File: src/rtl/run_ctrl.sv
// Run controller: turns operator start/stop requests into start pulses for the
// pulse distributor, honouring step/instruction/auto modes and a minimum pulse gap.
module run_ctrl #(
  parameter int START_GAP = 4
) (
  input  logic        clk,
  input  logic        resetn,
  input  logic        btn_start_from_io,
  input  logic        btn_stop_from_io,
  input  logic [1:0]  mode_from_io,
  input  logic        waiting_from_pulse,
  input  logic        operate_pulse_from_pulse,
  input  logic        halt_from_op,
  output logic        start_pulse_to_pulse,
  output logic        running_to_io,
  output logic [15:0] start_count_to_io
);

  localparam logic [1:0] MODE_INSTR = 2'b01;
  localparam logic [1:0] MODE_AUTO  = 2'b10;
  localparam logic [7:0] GAP_LOAD   = 8'(START_GAP - 1);

  typedef enum logic [1:0] {
    IDLE  = 2'b00,
    ISSUE = 2'b01,
    GAP   = 2'b10
  } state_t;

  state_t      state, state_nxt;
  logic [1:0]  mode_q, mode_nxt;
  logic        stop_pending, stop_nxt;
  logic [7:0]  gap_cnt, gap_nxt;
  logic [15:0] count_nxt;
  logic        stop_set;

  // Any stop source seen while running; operate_pulse only ends a run in instruction mode.
  assign stop_set = btn_stop_from_io | halt_from_op |
                    (operate_pulse_from_pulse & (mode_q == MODE_INSTR));

  assign running_to_io = (state != IDLE);

  always_comb begin
    state_nxt            = state;
    mode_nxt             = mode_q;
    stop_nxt             = stop_pending;
    gap_nxt              = gap_cnt;
    count_nxt            = start_count_to_io;
    start_pulse_to_pulse = 1'b0;
    case (state)
      IDLE: begin
        if (btn_start_from_io && !btn_stop_from_io) begin
          state_nxt = ISSUE;
          mode_nxt  = mode_from_io;
          stop_nxt  = 1'b0;
          count_nxt = 16'd0;
        end
      end
      ISSUE: begin
        stop_nxt = stop_pending | stop_set;
        if (stop_pending || stop_set) begin
          state_nxt = IDLE;
        end else if (waiting_from_pulse) begin
          start_pulse_to_pulse = 1'b1;
          count_nxt            = start_count_to_io + 16'd1;
          if ((mode_q == MODE_INSTR) || (mode_q == MODE_AUTO)) begin
            state_nxt = GAP;
            gap_nxt   = GAP_LOAD;
          end else begin
            state_nxt = IDLE;
          end
        end
      end
      GAP: begin
        // A stop is only recorded here; ISSUE acts on it so the gap always completes.
        stop_nxt = stop_pending | stop_set;
        if (gap_cnt == 8'd0) begin
          state_nxt = ISSUE;
        end else begin
          gap_nxt = gap_cnt - 8'd1;
        end
      end
      default: state_nxt = IDLE;
    endcase
  end

  always_ff @(posedge clk or negedge resetn) begin
    if (!resetn) begin
      state             <= IDLE;
      mode_q            <= 2'b00;
      stop_pending      <= 1'b0;
      gap_cnt           <= 8'd0;
      start_count_to_io <= 16'd0;
    end else begin
      state             <= state_nxt;
      mode_q            <= mode_nxt;
      stop_pending      <= stop_nxt;
      gap_cnt           <= gap_nxt;
      start_count_to_io <= count_nxt;
    end
  end

endmodule
File: config.mk
export PLATFORM = sky130hd
export DESIGN_NAME = run_ctrl
export DESIGN_NICKNAME = d
export VERILOG_FILES = /design/src/rtl/run_ctrl.sv
export SDC_FILE = /design/constraint.sdc
export NUM_CORES = 1
export LEC_CHECK = 0
export ABC_AREA = 1
export BUFFER_PORTS_ARGS = -buffer_cell sky130_fd_sc_hd__buf_2
export CAP_MARGIN = 30
export CORE_ASPECT_RATIO = 1.4
export CORE_UTILIZATION = 34
export DETAILED_ROUTE_END_ITERATION = 10
export GPL_ROUTABILITY_DRIVEN = 0
export PLACE_DENSITY = 0.53
export SLEW_MARGIN = 10
export SYNTH_ARGS = -nofsm -noshare
export SYNTH_HDL_FRONTEND = slang
export SYNTH_SLANG_ARGS = --single-unit
File: constraint.sdc
create_clock -name clk -period 2.2 [get_ports clk]
set_input_delay 0.66 -clock clk [delete_from_list [all_inputs] [get_ports clk]]
set_output_delay 0.66 -clock clk [all_outputs]
set_load 0.02 [all_outputs]
==> key figures <==
Run status
  – Status: finished clean

Route
  – DRT Wirelength: 4090 um
  – Routed wire per std cell: 11.5 um
  – Iter 0 DRT Violations: 70
  – Vias: 1,631
  – DRT Pass-1 Iters: 4
  – Drt via density: about 4.6
  – DRC violations left: 0
  – ANT nets after route: 0

Cells and area
  – N_diodes: 0
  – Leading cell type in the layout, fill and taps excluded: nand2_1
  – Final nets: around 310
  – Design area: 0.00215 mm^2
  – Most frequent cells in the layout: nand2_1 (81), nor2_1 (31), inv_1 (30), dfrtp_1 (29), buf_2 (26)
  – Layout cells sized above 1: 0.177
  – Area Overhead vs Synth: 17.6%

Power and ir drop
  – Fraction of power consumed by combinational cells: 0.393
  – Sw frac: 0.401
  – Maximum vdd ir drop: 0.464 mV
  – Net Switching: ~0.76 mW
  – Cell Pwr Density: 876 mW/mm^2
  – Clk network pwr share: 0.239
  – Cell Int Power: around 1.1 mW
  – LEAKAGE: between 1 and 1.5 nW
  – Sequential Power Share: 0.368

Logic synthesis
  – Netlist cell types: 23
  – Synth warn: 0
  – Primary FF master, synth: dfrtp_1
  – Yosys reg bits: 29
  – Post-synth EDFFs: 0
  – Syn avg cell area: 7.27 um^2
  – Cell area after synthesis: roughly 0.0018 mm^2
  – Asr flop ratio synth: 1.00
  – Synthesized net count: roughly 270
  – Synth Instances: 252
  – Seq/Total Area, Yosys: 0.396

Timing
  – Final Cycle Share: 0.941
  – Final Max Slew Viols: 0
  – Final-report hold violation count: 0
  – RSZ-0062 raised after global routing: false
  – Minimum clock period: 2.07 ns
  – Worst clock skew: roughly 0.0086 ns
  – Max-slew headroom: 0.543
  – Max Clk Rate: ~480 MHz
  – Pin slew with the least headroom to its limit: about 0.69 ns
  – Final setup violation count: 0
  – Setup_tns: 0 ns

Floorplanning
  – Die area: between 0.005 and 0.006 mm^2
  – Row count: 31
  – IO Pins: 27
  – Die Wd: between 60 and 70 um
  – Initial Utilization: 0.352
  – Die height: around 90 um
  – Core ar.: 0.00520 mm^2

Clock tree
  – CTS Buf Count: 5
  – Htree depth: 2
  – Skew-Pair Late Insertion Delay: about 0.28 ns
  – CTS clock-pin slew for the worst setup and hold paths: 0.07 ns
  – CTS max path bufs: 2
  – Clock Sinks: 29
  – Post-CTS sizing: 0
  – TritonCTS clock tree: yes
  – Hold_buf cts: 0
  – Post-CTS Setup Inserts: 0
  – Root Driver: clkbuf_8

Global routing
  – Initial antenna violation count: 0
  – Total GRT Usage: 0.165
  – Largest net degree at the start of global routing: 30
  – Gr ovfl total: 0
  – Vias in the first global route: ~1,600
  – First-pass GRT wire length: a little over 7000 um

Worst setup path
  – CP required: 1.54 ns
  – Critical path fanouts, max: 4
  – CP endpoint kind: output pin
  – RR Startpoint: state[1]$_DFFE_PN0P_
  – Cell family with most CP delay: flip-flops
  – Buffers and inverters on the worst path: 2
  – Cell Chain, Critical Path: inv_1 > ha_2 > nand4_4 > nor2_1 > buf_2
  – Slowest stage cell, crit path: dfrtp_1
  – Critical path class: register to output pin
  – CP Launch Type: register
  – Critical path startpoint: state[1]$_DFFE_PN0P_
  – CP arrival: approximately 1.4 ns
  – CP max stage delay: 0.41 ns

Hold path
  – Type of the worst min-delay path: input port to asynchronous set/reset pin

Placement
  – Dpl cell area: between 0.002 and 0.0025 mm^2
  – Port bufs: 26
  – DP Wirelength: approximately 3000 um

Job
  – Max-cap viol count: 0
registers in the layout, summed over array words and instances (netlist names):
signal / count
gap_cnt: 8
stop_pending: 1
state: 2
start_count_to_io: 16
mode_q: 2
per-stage QoR:
stage	total power, mW	hold slack (ns)	util	instances	setup WS [ns]
after CTS	1.92	0.449	0.414	354	0.0606
after detailed placement	1.45	0.477	0.397	347	0.194
after global placement	1.45	0.454	0.397	347	0.191
final	1.89	0.417	0.415	354	0.131
after floorplan	1.23	0.364	-	252	0.274
after global routing	2.05	0.471	0.415	354	0.0133
final cells by class:
cell class / instances / area (um^2)
fill: 573 / 3040
inverter: 31 / 119
sequential: 29 / 726
tap: 66 / 82.6
timing repair buffer: 31 / 168
multi-input combinational: 190 / 973
clock buffer: 7 / 86.3
cells by family (layout without fill, tap and decap cells):
family                   Yosys count  after routing  share of synthesized area
AO/OA/AOI/OAI                     23             23                     0.0799
adder cells (fa/ha/maj)            8              8                     0.0546
AND/OR/NAND/NOR                  150            150                      0.351
flip-flops                        29             29                      0.396
XOR/XNOR                           8              8                     0.0383
buffers and inverters             33             69                     0.0738
multiplexers                       1              1                    0.00615
worst paths after layout:
check	to	slack [ns]	cells past startpoint
setup / recovery	start_pulse_to_pulse	0.13	5
hold reg to reg	gap_cnt[6]$_DFFE_PN0P_	0.49	2
max in group asynchronous	start_count_to_io[10]$_DFFE_PN0P_	1.33	1
hold / removal	start_count_to_io[7]$_DFFE_PN0P_	0.42	1
setup reg to reg	gap_cnt[5]$_DFFE_PN0P_	0.53	7
min in group clk	gap_cnt[6]$_DFFE_PN0P_	0.49	2
cell usage after synthesis, types with 3 or more instances:
| master | count | area [um^2] |
|---|---|---|
| o21ai_0 | 11 | 55.1 |
| o21ai_2 | 4 | 35.0 |
| nor2_1 | 31 | 116 |
| nand3_1 | 25 | 125 |
| nor2_2 | 3 | 18.8 |
| ha_1 | 8 | 100 |
| nand4_1 | 6 | 37.5 |
| dfrtp_1 | 29 | 726 |
| xor2_1 | 8 | 70.1 |
| nand2_1 | 81 | 304 |
| a21oi_1 | 5 | 25.0 |
| inv_1 | 30 | 113 |
metal layers:
| metal | part of all wire | vias to the layer above | global-route usage |
|---|---|---|---|
| met1 | 0.44 | 733 | 0.178 |
| met4 | 0.018 | 0 | 0.0785 |
| met2 | 0.51 | 21 | 0.302 |
| met3 | 0.028 | 6 | 0.0374 |
| met5 | 0 | - | 0 |
| li1 | - | 871 | - |
power groups by stage:
stage	Combinational (mW)	Sequential, mW	Clock [mW]
after floorplan	0.504	0.725	0
after global placement	0.744	0.702	0
after detailed placement	0.748	0.704	0
after CTS	0.752	0.694	0.474
after global routing	0.843	0.710	0.495
final	0.741	0.694	0.452
(Power assumes the default switching activity.)
